**src/rtl/bank_pkg.sv**
```systemverilog
`default_nettype none
// ============================================================================
// Module  : bank_pkg
// Purpose : Shared constants and types for the bank response path and the
//           per-channel reorder buffer (entry layout, pointer type).
// Ports   : none (package)
// Config  : none
// Revision: 1.0 - initial release
// ============================================================================
package bank_pkg;

    localparam int ROB_DEPTH   = 8;
    localparam int ROB_IDX_W   = 3;
    localparam int BANK_DATA_W = 128;
    localparam int CH_ID_W     = 2;

    // Index bits plus one wrap bit, so full and empty can be told apart.
    typedef logic [ROB_IDX_W:0] rob_ptr_t;

    typedef struct packed {
        logic                   busy;
        logic                   filled;
        logic [BANK_DATA_W-1:0] data;
    } rob_entry_t;

    function automatic logic [ROB_IDX_W-1:0] ptr_idx(input rob_ptr_t p);
        return p[ROB_IDX_W-1:0];
    endfunction

endpackage
`default_nettype wire

```
**src/rtl/channel_rob_ptr.sv**
```systemverilog
`default_nettype none
// ============================================================================
// Module  : channel_rob_ptr
// Purpose : Wrap-bit ring pointer for the reorder buffer. Increments by one
//           per request and reports full/empty against a peer pointer.
// Ports   : clk, rst_n (async, active-low), inc  - advance pointer
//           peer  - the opposing pointer (head vs tail)
//           ptr   - current pointer value
//           empty - ptr == peer
//           full  - same index, opposite wrap bit
// Config  : none
// Revision: 1.0 - initial release
// ============================================================================
module channel_rob_ptr
    import bank_pkg::*;
(
    input  logic     clk,
    input  logic     rst_n,
    input  logic     inc,
    input  rob_ptr_t peer,
    output rob_ptr_t ptr,
    output logic     empty,
    output logic     full
);

    // Natural binary overflow of the index field toggles the wrap bit.
    always_ff @(posedge clk or negedge rst_n) begin
        if (!rst_n) begin
            ptr <= '0;
        end else if (inc) begin
            ptr <= ptr + rob_ptr_t'(1);
        end
    end

    assign empty = (ptr == peer);
    assign full  = (ptr_idx(ptr) == ptr_idx(peer)) &&
                   (ptr[ROB_IDX_W] != peer[ROB_IDX_W]);

endmodule
`default_nettype wire

```
**src/rtl/channel_rob.sv**
```systemverilog
`default_nettype none
// ============================================================================
// Module  : channel_rob
// Purpose : Per-channel response reorder buffer. Grants 3-bit tags to the
//           channel, accepts tagged bank read responses in any order and
//           returns data to the channel strictly in allocation order,
//           pulsing rob_pop_o once per retirement.
// Ports   : clk_i, rst_i (async, active-low)
//           alloc_valid_i / alloc_ready_o / alloc_rob_num_o - tag allocation
//           bank_rsp_valid_i / _ch_id_i / _rob_num_i / _data_i - bank fills,
//               packed with bank0 in the LSBs, no backpressure
//           rsp_valid_o / rsp_ready_i / rsp_rob_num_o / rsp_data_o - in-order
//               response toward the channel
//           rob_pop_o - registered one-cycle pulse per retirement
//           err_o     - sticky protocol error (bad or duplicate fill)
// Config  : CHANNEL_ROB_BYPASS_EN - when defined, a legal fill of the head
//           entry is presented to the channel combinationally in the same
//           cycle. Undefined (default): all outputs come from storage.
// Revision: 1.0 - initial release
// ============================================================================
module channel_rob
    import bank_pkg::*;
#(
    parameter int CH_ID     = 0,
    parameter int NUM_BANKS = 2
) (
    input  logic                             clk_i,
    input  logic                             rst_i,
    input  logic                             alloc_valid_i,
    output logic                             alloc_ready_o,
    output logic [ROB_IDX_W-1:0]             alloc_rob_num_o,
    input  logic [NUM_BANKS-1:0]             bank_rsp_valid_i,
    input  logic [CH_ID_W*NUM_BANKS-1:0]     bank_rsp_ch_id_i,
    input  logic [ROB_IDX_W*NUM_BANKS-1:0]   bank_rsp_rob_num_i,
    input  logic [BANK_DATA_W*NUM_BANKS-1:0] bank_rsp_data_i,
    output logic                             rsp_valid_o,
    input  logic                             rsp_ready_i,
    output logic [ROB_IDX_W-1:0]             rsp_rob_num_o,
    output logic [BANK_DATA_W-1:0]           rsp_data_o,
    output logic                             rob_pop_o,
    output logic                             err_o
);

    localparam logic [CH_ID_W-1:0] MY_CH = CH_ID_W'(CH_ID);

    rob_entry_t             entries [ROB_DEPTH];
    rob_ptr_t               head;
    rob_ptr_t               tail;
    logic                   head_full;
    logic                   head_empty;
    logic                   tail_full;
    logic                   tail_empty;
    logic                   full;
    logic                   empty;
    logic [ROB_IDX_W-1:0]   head_idx;
    logic [ROB_IDX_W-1:0]   tail_idx;
    logic                   alloc_fire;
    logic                   retire_fire;
    logic                   stored_valid;
    logic [NUM_BANKS-1:0]   hit;
    logic [ROB_DEPTH-1:0]   claimed;
    logic [ROB_DEPTH-1:0]   fill_we;
    logic [BANK_DATA_W-1:0] fill_data [ROB_DEPTH];
    logic                   fill_err;
    logic                   pop_q;
    logic                   err_q;

    // ------------------------------------------------------------------
    // Head / tail pointers. Full and empty are symmetric relations, so
    // both instances report the same answer; combining them keeps the two
    // instances identical in use.
    // ------------------------------------------------------------------
    channel_rob_ptr u_head_ptr (
        .clk   (clk_i),
        .rst_n (rst_i),
        .inc   (retire_fire),
        .peer  (tail),
        .ptr   (head),
        .empty (head_empty),
        .full  (head_full)
    );

    channel_rob_ptr u_tail_ptr (
        .clk   (clk_i),
        .rst_n (rst_i),
        .inc   (alloc_fire),
        .peer  (head),
        .ptr   (tail),
        .empty (tail_empty),
        .full  (tail_full)
    );

    assign full     = head_full & tail_full;
    assign empty    = head_empty & tail_empty;
    assign head_idx = ptr_idx(head);
    assign tail_idx = ptr_idx(tail);

    // ------------------------------------------------------------------
    // Allocation: readiness depends only on current occupancy, never on a
    // retirement happening in the same cycle.
    // ------------------------------------------------------------------
    assign alloc_ready_o   = !full;
    assign alloc_rob_num_o = tail_idx;
    assign alloc_fire      = alloc_valid_i & !full;

    // ------------------------------------------------------------------
    // Fill decode. Per entry, the lowest-index hitting bank claims it;
    // any further bank aiming at the same entry is an error. A claim on an
    // entry that is not waiting for data (not busy, or already filled) is
    // an error and writes nothing.
    // ------------------------------------------------------------------
    for (genvar b = 0; b < NUM_BANKS; b++) begin : g_hit
        assign hit[b] = bank_rsp_valid_i[b] &&
                        (bank_rsp_ch_id_i[b*CH_ID_W +: CH_ID_W] == MY_CH);
    end

    always_comb begin
        claimed  = '0;
        fill_we  = '0;
        fill_err = 1'b0;
        for (int e = 0; e < ROB_DEPTH; e++) begin
            fill_data[e] = '0;
            for (int b = 0; b < NUM_BANKS; b++) begin
                if (hit[b] &&
                    bank_rsp_rob_num_i[b*ROB_IDX_W +: ROB_IDX_W] == ROB_IDX_W'(e)) begin
                    if (claimed[e]) begin
                        fill_err = 1'b1;
                    end else begin
                        claimed[e]   = 1'b1;
                        fill_data[e] = bank_rsp_data_i[b*BANK_DATA_W +: BANK_DATA_W];
                        if (entries[e].busy && !entries[e].filled) begin
                            fill_we[e] = 1'b1;
                        end else begin
                            fill_err = 1'b1;
                        end
                    end
                end
            end
        end
    end

    // ------------------------------------------------------------------
    // Response toward the channel.
    // ------------------------------------------------------------------
    assign stored_valid  = !empty && entries[head_idx].busy && entries[head_idx].filled;
    assign rsp_rob_num_o = head_idx;

`ifdef CHANNEL_ROB_BYPASS_EN
    // A legal fill of the head entry can be forwarded straight through.
    // If it is accepted this cycle, the retire clear below overrides the
    // fill, so the entry never shows as filled.
    assign rsp_valid_o = stored_valid | fill_we[head_idx];
    assign rsp_data_o  = stored_valid ? entries[head_idx].data : fill_data[head_idx];
`else
    assign rsp_valid_o = stored_valid;
    assign rsp_data_o  = entries[head_idx].data;
`endif

    assign retire_fire = rsp_valid_o & rsp_ready_i;

    // ------------------------------------------------------------------
    // Entry storage. Order of the updates matters: retire clears last so a
    // bypassed head fill that is accepted in the same cycle leaves nothing
    // behind.
    // ------------------------------------------------------------------
    always_ff @(posedge clk_i or negedge rst_i) begin
        if (!rst_i) begin
            for (int e = 0; e < ROB_DEPTH; e++) begin
                entries[e] <= '0;
            end
        end else begin
            for (int e = 0; e < ROB_DEPTH; e++) begin
                if (alloc_fire && tail_idx == ROB_IDX_W'(e)) begin
                    entries[e].busy   <= 1'b1;
                    entries[e].filled <= 1'b0;
                end
                if (fill_we[e]) begin
                    entries[e].data   <= fill_data[e];
                    entries[e].filled <= 1'b1;
                end
                if (retire_fire && head_idx == ROB_IDX_W'(e)) begin
                    entries[e].busy   <= 1'b0;
                    entries[e].filled <= 1'b0;
                end
            end
        end
    end

    always_ff @(posedge clk_i or negedge rst_i) begin
        if (!rst_i) begin
            pop_q <= 1'b0;
            err_q <= 1'b0;
        end else begin
            pop_q <= retire_fire;
            err_q <= err_q | fill_err;
        end
    end

    assign rob_pop_o = pop_q;
    assign err_o     = err_q;

endmodule
`default_nettype wire

```
**config.mk**
```make
export PLATFORM = sky130hd
export DESIGN_NAME = channel_rob
export DESIGN_NICKNAME = d
export VERILOG_FILES = /design/src/rtl/bank_pkg.sv /design/src/rtl/channel_rob_ptr.sv /design/src/rtl/channel_rob.sv
export SDC_FILE = /design/constraint.sdc
export NUM_CORES = 2
export LEC_CHECK = 0
export CAP_MARGIN = 20
export CORE_AREA = 10 10 473 475
export DETAILED_ROUTE_END_ITERATION = 8
export DIE_AREA = 0 0 483 485
export HOLD_SLACK_MARGIN = 0.15
export PLACE_DENSITY_LB_ADDON = 0.05
export SYNTH_ARGS = -nofsm -noshare
export SYNTH_HDL_FRONTEND = slang
export SYNTH_SLANG_ARGS = --single-unit
```
**constraint.sdc**
```tcl
create_clock -name clk_i -period 4.96 [get_ports clk_i]
set_input_delay 0.744 -clock clk_i [delete_from_list [all_inputs] [get_ports clk_i]]
set_output_delay 0.744 -clock clk_i [all_outputs]
set_load 0.03 [all_outputs]
```
==> results.toml <==
[sta]
finalSetupViolCount = 0
timing.final.crit_share_pct = 95.2
hold_viol = 0
slew_headroom_pct = 21.0
max_freq_ghz = 0.212
rsz0062_at_grt = "no"
skew_ps = 34.3
period_minus_slack_ps = 4720
finalSetupTns_ps = 0
max_slew.worst_pin.slew_ps = 1190
maxSlewViolCount = 0
setup_ws_ps = 239

[routing]
drc_errors = 0
via_count = 48300
drtAntennaViolNets = 0
postRouteWirelength_um = 284000
via_per_inst = 5.63
drt_pass1_iterations = 6
drt_iter0_drc = 3979
wl_per_cell_um = 33.1

[pwr]
p_leak_nw = 25.6
ir_worst_vdd_mv = 0.529
finalPower_w = 0.0485
power_density_mw_per_mm2 = 751

[clock_network]
cts.sinks = 1050
ctsHoldBuffers = 1
htree_levels = 4
cts_root_buffer = "clkbuf_16"
cts_tree = "yes"
clkTransAtPathRegs_ps = 60
clkLatencyLatePin_ps = 810
cts_buffers = 140
clock_path_buffers = 3
post_cts_buffers = 0
cts-resized-gates = 0

[finish]
syn_to_final_growth_pct = 21.1
fin_cells = 8582
drive_above_1_share_pct = 11.2
finalNetCount = 5914
stdcell_area_sq_mm = 0.0645

[critical_path]
crit_type = "register to output pin"
regToRegStartpoint = "u_head_ptr.ptr[2]"
crit_start = "u_head_ptr.ptr[2]"
crit_required_ps = 4220
crit_path_max_fanout = 74
worstSetupStartpointType = "register"
timing.rr.end = "u_head_ptr.ptr[1]"
reg2reg_depth = 6
arrival_ps = 3980
endpoint_kind = "output pin"
rrSetupSlack_ps = 1860

[die]
rows = 170
die_h_um = 485
num_io_pins = 410
fp.dieArea_sq_mm = 0.234
die_x_um = 483
start_util_pct = 24.9
core_area_sq_mm = 0.214

[worst_hold_path]
whs_path_depth = 1
hold_end = "u_head_ptr.ptr[3]"
min_from = "u_head_ptr.ptr[3]"
hp-class = "register to register"

[logic_synthesis]
ys_warn_count = 0
synth_edf_count = 0
synth.avg_cell_area_sq_um = 9.30
yosysTopAreaCellShare_pct = 49.3
synth_area_sq_mm = 0.0533
synthArstFlopShare_pct = 100
yosys_most_used_dff = "dfrtp_1"
synth_seq_cells = 1050
syn_inst = 5732
synth_fp_nets = 6016
synthTopCellsByArea = "dfrtp_1, o22ai_1, mux4_2"
seq_area_frac_synth_pct = 49.3
ys_types = 47
synth.largest_area_cell = "dfrtp_1"

[placement]
place_ws_ps = 1030
dpl.hpwl_um = 147000
gp_congestion = 0.738
place_area_sq_mm = 0.0600
dp_cells = 8325
io_buffers = 409

[global_routing]
grtUsageTotal_pct = 23.5
overflow = 0
grt_antenna_before_repair = 58
grt_pass1_wl_um = 405000
grt_max_degree = 123
grt_pass1_vias = 50200

[run_status]
status = "finished clean"

[job]
cap_viol_max_count = 0
cells in the mapped netlist (2+ instances only):
cell type and n:
nor2b_1 11, a21boi_0 3, and3b_1 2, mux4_2 256, and2_1 3, buf_4 12, clkbuf_1 423, a32oi_1 3
a21boi_1 5, ha_1 12, inv_1 11, nand4_1 8, a31oi_1 3, nand3_1 13, o22ai_1 1026, buf_2 216
dfrtp_1 1050, buf_1 151, xnor2_1 6, nor2_1 1033, a21oi_1 1050, o2111ai_1 3, xor2_1 2, nor4_1 2
nand2b_1 3, nand2_1 402, a2bb2oi_1 3
worst max path at each step:
stage,endpoint,cells after the start
final,rsp_data_o[127],5
after global routing,rsp_data_o[127],5
after CTS,rsp_data_o[127],5
after detailed placement,entries[579],7
after global placement,entries[585],7
after floorplan,rsp_data_o[100],6
sequential cells by signal (all words and copies together) (netlist names):
signal and cells:
err_o 1, entries 1040, u_head_ptr.ptr 4, rob_pop_o 1, u_tail_ptr.ptr 4
stage by stage:
stage / utilization, % / hold WS, ps
after global routing: 30.2 / 519
after detailed placement: 28.0 / 485
after floorplan: - / 448
after global placement: 28.0 / 483
after CTS: 30.1 / 495
final: 30.2 / 503
placed cells by master, fill, tap and decap left out, drive strengths merged, types with 2 or more instances in the layout:
cell              n
and2              4
clkbuf          225
dfrtp          1050
and3b             2
a31oi             3
clkdlybuf4s50   408
xor2              2
xnor2             6
nand2           402
clkinv           10
nor4b             2
a21boi            8
nor3b             2
a2bb2oi           3
nor3              2
o2111ai           3
ha               12
nand2b            3
inv              15
nor2b            11
diode            15
nor4              2
a21oi          1050
o22ai          1026
nand4             8
bufinv            2
buf             149
mux4            256
nand3            14
a32oi             3
nor2           1033
kinds of logic after synthesis:
family | synth area share, %
AO/OA/AOI/OAI | 22.3
XOR/XNOR | 0.131
adder cells (fa/ha/maj) | 0.282
buffers and inverters | 6.32
flip-flops | 49.3
multiplexers | 10.9
AND/OR/NAND/NOR | 10.8
critical path, cell delays in order (launching register included):
cell and delay (ps):
dfrtp_4 670, inv_8 600, buf_4 550, nand2_1 100, nand2_1 250, clkdlybuf4s50_1 750
routing by layer:
| layer | vias to the layer above | wire length (um) | global-route usage (%) |
|---|---|---|---|
| li1 | 20600 | - | - |
| met1 | 25400 | 123000 | 30.7 |
| met2 | 1800 | 137000 | 39.0 |
| met3 | 522 | 16000 | 4.51 |
| met4 | 48 | 8340 | 7.49 |
| met5 | - | 307 | 0 |
cell type report:
class,instances,area [sq um]
Tap cell,2838,3550
Fill cell,22200,149000
Inverter,11,48.8
Timing Repair Buffer,558,6180
Antenna cell,15,37.5
Multi-Input combinational cell,3869,24000
Sequential cell,1050,26300
Clock buffer,225,4300
Clock inverter,16,168
power by group:
part / total [W] / internal (W) / switching, W / leakage (nW)
Combinational: 0.0228 / 0.00894 / 0.0139 / 10.9
Clock: 0.0102 / 0.00600 / 0.00419 / 2.19
Sequential: 0.0155 / 0.0129 / 0.00254 / 12.4
Power figures use the tool's default switching activity.
